<file path="config.mk">
export PLATFORM = sky130hd
export DESIGN_NAME = fare_collector
export DESIGN_NICKNAME = d
export VERILOG_FILES = /design/src/rtl/turnstile_pkg.sv /design/src/rtl/timeout_timer.sv /design/src/rtl/fare_collector.sv
export SDC_FILE = /design/constraint.sdc
export NUM_CORES = 1
export LEC_CHECK = 0
export CORE_MARGIN = 5
export CORE_UTILIZATION = 48
export DETAILED_ROUTE_END_ITERATION = 8
export GPL_TIMING_DRIVEN = 0
export PLACE_DENSITY = 0.81
export RECOVER_POWER = 25
export SETUP_SLACK_MARGIN = 0.05
export SYNTH_ARGS = -nofsm -noshare
export SYNTH_HDL_FRONTEND = slang
export SYNTH_SLANG_ARGS = --single-unit
</file>
<file path="constraint.sdc">
create_clock -name i_clk -period 3.1 [get_ports i_clk]
set_clock_uncertainty 0.05 [all_clocks]
set_input_delay 0.62 -clock i_clk [delete_from_list [all_inputs] [get_ports i_clk]]
set_output_delay 0.62 -clock i_clk [all_outputs]
set_load 0.02 [all_outputs]
</file>
<file path="src/rtl/turnstile_pkg.sv">
// Shared turnstile definitions: FSM state encoding and lock-level
// constants used by both the fare collector and the turnstile end.
package turnstile_pkg;

  typedef enum logic [2:0] {
    IDLE        = 3'd0,
    COLLECT     = 3'd1,
    GRANT       = 3'd2,
    WAIT_UNLOCK = 3'd3,
    WAIT_RELOCK = 3'd4,
    REFUND      = 3'd5
  } state_t;

  localparam logic LOCKED   = 1'b1;
  localparam logic UNLOCKED = 1'b0;

endpackage

</file>
<file path="src/rtl/timeout_timer.sv">
// Idle-cycle timer: cleared on restart, flags expiry in the
// TIMEOUT-th cycle after the last restart and then holds there.
module timeout_timer #(
  parameter int TIMEOUT = 1000
) (
  input  logic i_clk,
  input  logic i_reset,
  input  logic i_restart,
  output logic o_expired
);

  localparam int W = $clog2(TIMEOUT);
  localparam logic [W-1:0] LAST = W'(TIMEOUT - 1);

  logic [W-1:0] cnt;

  always_ff @(posedge i_clk) begin
    if (i_reset || i_restart) begin
      cnt <= '0;
    end else if (cnt != LAST) begin
      cnt <= cnt + 1'b1;
    end
  end

  assign o_expired = (cnt == LAST);

endmodule

</file>
<file path="src/rtl/fare_collector.sv">
// Coin-operated turnstile fare collector with refund and fault handling.
// Define FARE_COLLECTOR_STATS_EN to build the pass/refund counters.
module fare_collector
  import turnstile_pkg::*;
#(
  parameter int FARE     = 4,
  parameter int CREDIT_W = 4,
  parameter int TIMEOUT  = 1000,
  parameter int COUNT_W  = 16
) (
  input  logic                i_clk,
  input  logic                i_reset,
  input  logic                i_coin_valid,
  input  logic [CREDIT_W-1:0] i_coin_value,
  input  logic                i_locked,
  output logic                o_coin,
  output logic [CREDIT_W-1:0] o_credit,
  output logic                o_refund_valid,
  output logic [CREDIT_W-1:0] o_refund_value,
  output logic                o_fault,
  output logic [COUNT_W-1:0]  o_pass_count,
  output logic [COUNT_W-1:0]  o_refund_count
);

  localparam logic [CREDIT_W-1:0] FARE_C = CREDIT_W'(FARE);
  localparam logic [CREDIT_W-1:0] CMAX   = '1;

  function automatic logic [CREDIT_W-1:0] sat_add(
    input logic [CREDIT_W-1:0] a,
    input logic [CREDIT_W-1:0] b
  );
    logic [CREDIT_W:0] s;
    s = {1'b0, a} + {1'b0, b};
    return s[CREDIT_W] ? CMAX : s[CREDIT_W-1:0];
  endfunction

  state_t state, state_nx;

  logic [CREDIT_W-1:0] credit, credit_nx;
  logic [CREDIT_W-1:0] coin_in, credit_add;
  logic                coin_q, coin_nx;
  logic                fault, fault_nx;
  logic                coin_take;
  logic                restart;
  logic                expired;

  assign coin_in    = i_coin_valid ? i_coin_value : '0;
  assign coin_take  = i_coin_valid && (state != REFUND);
  assign credit_add = sat_add(credit, coin_in);

  always_comb begin
    state_nx  = state;
    credit_nx = credit_add;
    coin_nx   = 1'b0;
    fault_nx  = fault;
    unique case (state)
      IDLE: begin
        if (coin_take && (i_coin_value != '0)) begin
          state_nx = COLLECT;
        end
      end
      COLLECT: begin
        if (credit_add >= FARE_C) begin
          state_nx = GRANT;
        end else if (expired && !coin_take) begin
          state_nx = REFUND;
        end
      end
      GRANT: begin
        // credit >= FARE is guaranteed on entry to GRANT
        credit_nx = sat_add(credit - FARE_C, coin_in);
        coin_nx   = 1'b1;
        state_nx  = WAIT_UNLOCK;
      end
      WAIT_UNLOCK: begin
        if (i_locked == UNLOCKED) begin
          state_nx = WAIT_RELOCK;
        end else if (expired && !coin_take) begin
          fault_nx  = 1'b1;
          credit_nx = sat_add(credit_add, FARE_C);
          state_nx  = REFUND;
        end
      end
      WAIT_RELOCK: begin
        if (i_locked == LOCKED) begin
          if (credit_add >= FARE_C) begin
            state_nx = GRANT;
          end else if (credit_add != '0) begin
            state_nx = COLLECT;
          end else begin
            state_nx = IDLE;
          end
        end
      end
      REFUND: begin
        // credit is paid out this cycle; a coin lands on the cleared value
        credit_nx = coin_in;
        state_nx  = IDLE;
      end
      default: begin
        state_nx  = IDLE;
        credit_nx = '0;
      end
    endcase
  end

  assign restart = (state_nx != state) || coin_take;

  timeout_timer #(
    .TIMEOUT (TIMEOUT)
  ) u_timer (
    .i_clk     (i_clk),
    .i_reset   (i_reset),
    .i_restart (restart),
    .o_expired (expired)
  );

  always_ff @(posedge i_clk) begin
    if (i_reset) begin
      state  <= IDLE;
      credit <= '0;
      coin_q <= 1'b0;
      fault  <= 1'b0;
    end else begin
      state  <= state_nx;
      credit <= credit_nx;
      coin_q <= coin_nx;
      fault  <= fault_nx;
    end
  end

  assign o_coin         = coin_q;
  assign o_credit       = credit;
  assign o_fault        = fault;
  assign o_refund_valid = (state == REFUND);
  assign o_refund_value = (state == REFUND) ? credit : '0;

`ifdef FARE_COLLECTOR_STATS_EN
  logic [COUNT_W-1:0] pass_cnt;
  logic [COUNT_W-1:0] refund_cnt;
  logic               pass_inc;
  logic               refund_inc;

  assign pass_inc   = (state == WAIT_RELOCK) && (i_locked == LOCKED);
  assign refund_inc = (state == REFUND);

  always_ff @(posedge i_clk) begin
    if (i_reset) begin
      pass_cnt   <= '0;
      refund_cnt <= '0;
    end else begin
      if (pass_inc) begin
        pass_cnt <= pass_cnt + 1'b1;
      end
      if (refund_inc) begin
        refund_cnt <= refund_cnt + 1'b1;
      end
    end
  end

  assign o_pass_count   = pass_cnt;
  assign o_refund_count = refund_cnt;
`else
  assign o_pass_count   = '0;
  assign o_refund_count = '0;
`endif

endmodule

</file>
# Word-level counts from Yosys, hierarchy flattened
# Cells that the tools add are included.
[word_totals]
input_bits = 8
output_inout_bits = 43
regBits = 19
[op_classes]
mux = 17
n_eq_ne = 9
n_addsub = 5
n_reduce_logical = 11
n_lt_le_gt_ge = 1
[ops]
columns = ["op", "n"]
rows = [
  ["two-way mux 4 bit", 7],
  ["one-hot mux 4 bit (4 select lines)", 1],
  ["two-way mux 3 bit", 5],
  ["one-hot mux 3 bit (5 select lines)", 1],
  ["adder 10 x 1 -> 10 bit (second input constant)", 1],
  ["adder 4 x 4 -> 5 bit", 2],
  ["equality test 10 bit (second input constant)", 1],
  ["!= test 10 bit (second input constant)", 1],
  ["nonzero test 4 bit", 2],
  ["equality test 3 x 2 -> 1 bit (second input constant)", 2],
  ["equality test 3 bit (second input constant)", 2],
  ["adder 4 x 3 -> 5 bit (second input constant)", 1],
  ["greater-or-equal comparator 4 x 3 -> 1 bit (second input constant)", 1],
  ["subtractor 4 x 3 -> 4 bit (second input constant)", 1],
  ["equality test 3 x 1 -> 1 bit (second input constant)", 1],
  ["logical AND 1 bit", 3],
  ["logical NOT 3 bit", 1],
  ["!= test 3 bit", 1],
  ["!= test 3 bit (second input constant)", 1],
  ["AND reduction 3 bit", 1],
  ["OR reduction 3 bit", 1],
  ["logical OR 1 bit", 2],
  ["two-way mux 1 bit", 2],
  ["two-way mux 2 bit", 1],
  ["logical NOT 1 bit", 1],
]

# Longest topological paths before layout
[logic_depth]
word_depth = 11
mapped_depth = 11
mapped_depth_nobuf = 10

# Modules after synthesis
# A second synthesis with hierarchy kept.
[hier_totals]
hier_cells = 234
hier_area_um2 = 1805.5
[modules_own_cells]
columns = ["module", "seq_area_each_um2", "area_per_inst_um2", "cells_per_inst", "n_inst"]
rows = [
  ["fare_collector", 180.2, 1305.0, 176, 1],
  ["timeout_timer", 200.2, 500.5, 58, 1],
]

# Worst setup path before layout
# OpenSTA, ideal clock, no wires.
[synth_path]
kind = "input to register"
from = "input port i_coin_valid"
to = "register credit[1] (netlist: o_credit[1])"
path_slack_ns = 0.233
arrival_ns = 2.692
cell_stages = 11
required_ns = 2.925
setup_ns = 0.125
path_cell_list = "buf_4 > and2_1 > ha_1 > inv_1 > fa_1 > nor2b_1 > or3_4 > a221oi_4 > nor3_2 > a221oi_2 > a21oi_1"
[synth_between]
elab_chain_len = 8
elab_cells_between_ends = 13
cone_classes = "add/sub: 3; mux: 7; reduce/logical: 3"
[synth_lines]
columns = ["element", "line_no", "source"]
rows = [
  ["start, declared", "fare_collector.sv:13", "input logic i_coin_valid,"],
  ["two-way mux 4 bit", "fare_collector.sv:47", "assign coin_in = i_coin_valid ? i_coin_value : '0;"],
  ["adder 4 x 4 -> 5 bit", "fare_collector.sv:33", "s = {1'b0, a} + {1'b0, b};"],
  ["two-way mux 4 bit", "fare_collector.sv:34", "return s[CREDIT_W] ? CMAX : s[CREDIT_W-1:0];"],
  ["adder 4 x 3 -> 5 bit", "fare_collector.sv:33", ""],
  ["two-way mux 4 bit", "fare_collector.sv:34", ""],
  ["two-way mux 4 bit", "fare_collector.sv:78", "end else if (expired && !coin_take) begin"],
  ["two-way mux 4 bit", "fare_collector.sv:76", "if (i_locked == UNLOCKED) begin"],
  ["one-hot mux 4 bit (4 select lines) (*)", "fare_collector.sv:56", "unique case (state)"],
  ["end signal, assigned", "fare_collector.sv:126", "credit <= credit_nx;"],
  ["end, declared", "fare_collector.sv:39", "logic [CREDIT_W-1:0] credit, credit_nx;"],
]
# Mark *: on every way between the ends. The rest lies on a longest branch, timed or not.
# A chain may end at the register's enable or synchronous reset.

# Worst setup path in the final report
# Same ends and word-level chain as after synthesis.

==> metrics <==
Mapped Cells=227; Tot GR Track Use=15.7%; Critical R2R Capture=o_credit[1]$_SDFF_PP0_; Worst VDD drop=0.273 mV; Yosys top cell by area=dfxtp_1; Max Slew Vio Count=0; Required @ worst endpoint=3200 ps; IO Pins=51; setup TNS=0 ps; Yosys top cell area share=21.6%; fin crit period=2930 ps; PwrDens=510 nW/um2; HP Class=register to register; Ys Warns=0; Fin. Hold Viols=0; Avg Cell Area, Syn=7.77 um2; clock insertion delay at the later pin of the skew report=260 ps; CP startpoint=i_coin_valid; die area=4990 um2; via count=1632; HPWL Detailed=3060 um; CP max stage delay=390 ps; Worst Setup Path Type=input pin to register; Layout area overhead=26.8%; Worst Path Max Fanout=10; RePlAce Congestion=0.881; Core ar.=3610 um2; Worst R2R Setup Slack=720 ps; Worst Setup EP=o_credit[1]$_SDFF_PP0_; Post-synth EDFFs=0; Bufs on Longest Clock Path=2; number of global-route vias before repair=1465; Synth Register Bits=19; Clock Tree Root=clkbuf_8; Slew headroom=55.6%; drt first pass iters=4; total gr overflow=0; Synth area leaders=dfxtp_1, buf_4, a21oi_1; Tcrit/Tclk final=94.7%; Slew @ Worst Pin=662 ps; f_max=341 MHz; Worst path slowest cell=fa_2; CTS Sinks=19; Post-Route WL=4080 um; crit-path cells=clkdlybuf4s15_1, buf_6, and2_4, ha_2, inv_1, fa_2, nor2b_4, or3_4, a221oi_4, nor3_2, a221oi_2, a21oi_1; pin count of the biggest net entering global routing=11; Initial DRC Count=117; crit end category=register; Wirelength per Cell=12.4 um; initial antenna violation count=0; Post-DRT Antenna Nets=0; Port Buf Inserts=17; RSZ-0062 raised after global routing=false; CTS buffer count=3; crit path launch type=input pin; Post-Syn Area=1760 um2; CTS clk-pin slew, worst paths=80 ps; Remaining DRCs=0; Cells after DPL=323; share of layout cells above drive strength 1=23.4%; outcome=finished, final reports clean; Synth Flop Type=dfxtp_1; Seq/Total Area, Yosys=21.6%; Pleak=1.01 nW; Horiz. Die Dim=70.6 um; Die H=70.6 um; Starting Density=48.9%; H-tree level count=1; CTS tree=yes; Worst EP arrival=3040 ps; hold buffer count at CTS=0; Reg2Reg Depth=9; Layout Cells excl Fill=330; Netlist cell types=58; # setup viols final=0; # rows=22; first-pass GRT wire length=6510 um; worst reg2reg startpoint=o_credit[0]$_SDFF_PP0_; vias per cell=4.95; maxcap violations=0; Async S/R FF share, synth=0%; nets=297; Diodes inserted=0
routing by layer:
| layer | share of wire [%] | track usage, % | vias up | wire [um] |
|---|---|---|---|---|
| met1 | 43 | 18.9 | 739 | 1750 |
| met2 | 49 | 27.2 | 43 | 2010 |
| met4 | 1.4 | 5.64 | 0 | 59 |
| met5 | 0 | 0 | - | 0 |
| li1 | - | - | 843 | - |
| met3 | 6.5 | 3.69 | 7 | 266 |
cell usage after synthesis (all sizes together), types with 3 or more instances:
library cell,count
nand2,15
and2,9
xnor2,4
dfxtp,19
nor2b,4
a31oi,3
a21o,3
nand4,3
or3,3
o211ai,3
and3b,3
inv,10
clkbuf,3
nor2,21
xor2,4
nor3,7
o21ai,11
ha,5
a21oi,18
buf,37
or2,3
o31ai,3
nand3,3
a221oi,3
nand2b,3
power breakdown:
part	internal, mW	total [mW]	switching, mW
clock	0.0917	0.179	0.0873
sequential	0.276	0.307	0.0310
combinational	0.283	0.655	0.371
total	0.650	1.14	0.490
how the worst min path moves through the flow:
stage,startpoint,endpoint,slack (ps),depth (start not counted)
floorplan,u_timer.cnt[8]$_SDFFE_PP0P_,u_timer.cnt[8]$_SDFFE_PP0P_,420,2
global placement,o_fault$_SDFFE_PP0P_,o_fault$_SDFFE_PP0P_,390,2
detailed placement,o_fault$_SDFFE_PP0P_,o_fault$_SDFFE_PP0P_,390,2
CTS,o_fault$_SDFFE_PP0P_,o_fault$_SDFFE_PP0P_,400,2
global route,o_fault$_SDFFE_PP0P_,o_fault$_SDFFE_PP0P_,430,2
finish,o_fault$_SDFFE_PP0P_,o_fault$_SDFFE_PP0P_,400,2
timing repair:
item | CTS | global route
endpoints found under the setup margin | 17 | 15
pin swaps | 4 | 7
cloned | 0 | 1
endpoints found under the hold margin | 0 | 0
gates resized for setup | 6 | 10
setup buffers | 1 | 1
sequential cells by signal, indices dropped and copies added (netlist names):
register / cells
u_timer.cnt: 10
o_credit: 4
state: 3
o_coin: 1
o_fault: 1
cell usage in the layout (no fill, tap or decap), types with 3 or more instances in the layout:
cell type,Yosys,final
ha_1,5,4
xor2_1,4,4
and2_1,8,7
xnor2_1,4,4
o31ai_1,3,3
dfxtp_1,19,19
inv_1,10,10
buf_4,33,34
conb_1,1,32
a21oi_1,18,17
a21o_1,3,3
dlygate4sd3_1,0,5
clkbuf_1,3,5
clkdlybuf4s50_1,0,10
o21ai_0,10,10
nor2_1,21,21
nand4_1,3,3
nand2b_1,3,3
nand3_1,3,3
nor3_1,6,6
clkbuf_8,0,3
nand2_1,14,14
critical path: cells and delay by family:
| kind | cells | cell delay (ps) |
|---|---|---|
| buf+inv | 3 | 470 |
| compound gates | 3 | 590 |
| simple gates | 4 | 800 |
| fa+ha+maj | 2 | 560 |
cell type report:
cell class,instances,area (um2)
Tap cell,48,60.1
Sequential cell,19,380
Fill cell,350,1370
Inverter,10,37.5
Clock buffer,4,45.0
Buffer,40,288
Multi-Input combinational cell,190,1240
Timing Repair Buffer,19,188
cells by family after synthesis:
kind of cell             Yosys count  synth area share [%]
AO/OA/AOI/OAI                     59                  24.6
XOR/XNOR                           8                  3.97
buffers and inverters             50                  18.3
multiplexers                       2                  1.14
AND/OR/NAND/NOR                   81                  25.0
flip-flops                        19                  21.6
other                              1                 0.213
adder cells (fa/ha/maj)            7                  5.25
per-stage QoR:
step	hold slack, ps	util, %	instance area (um2)	setup slack, ps	total power, mW
floorplan	422	-	1880	233	0.784
global placement	386	58.5	2110	-557	0.903
detailed placement	395	58.5	2110	-574	0.917
CTS	405	60.4	2180	54.6	1.10
global route	431	62.0	2230	38.3	1.22
finish	398	62.0	2230	165	1.14
(Power assumes the default switching activity.)
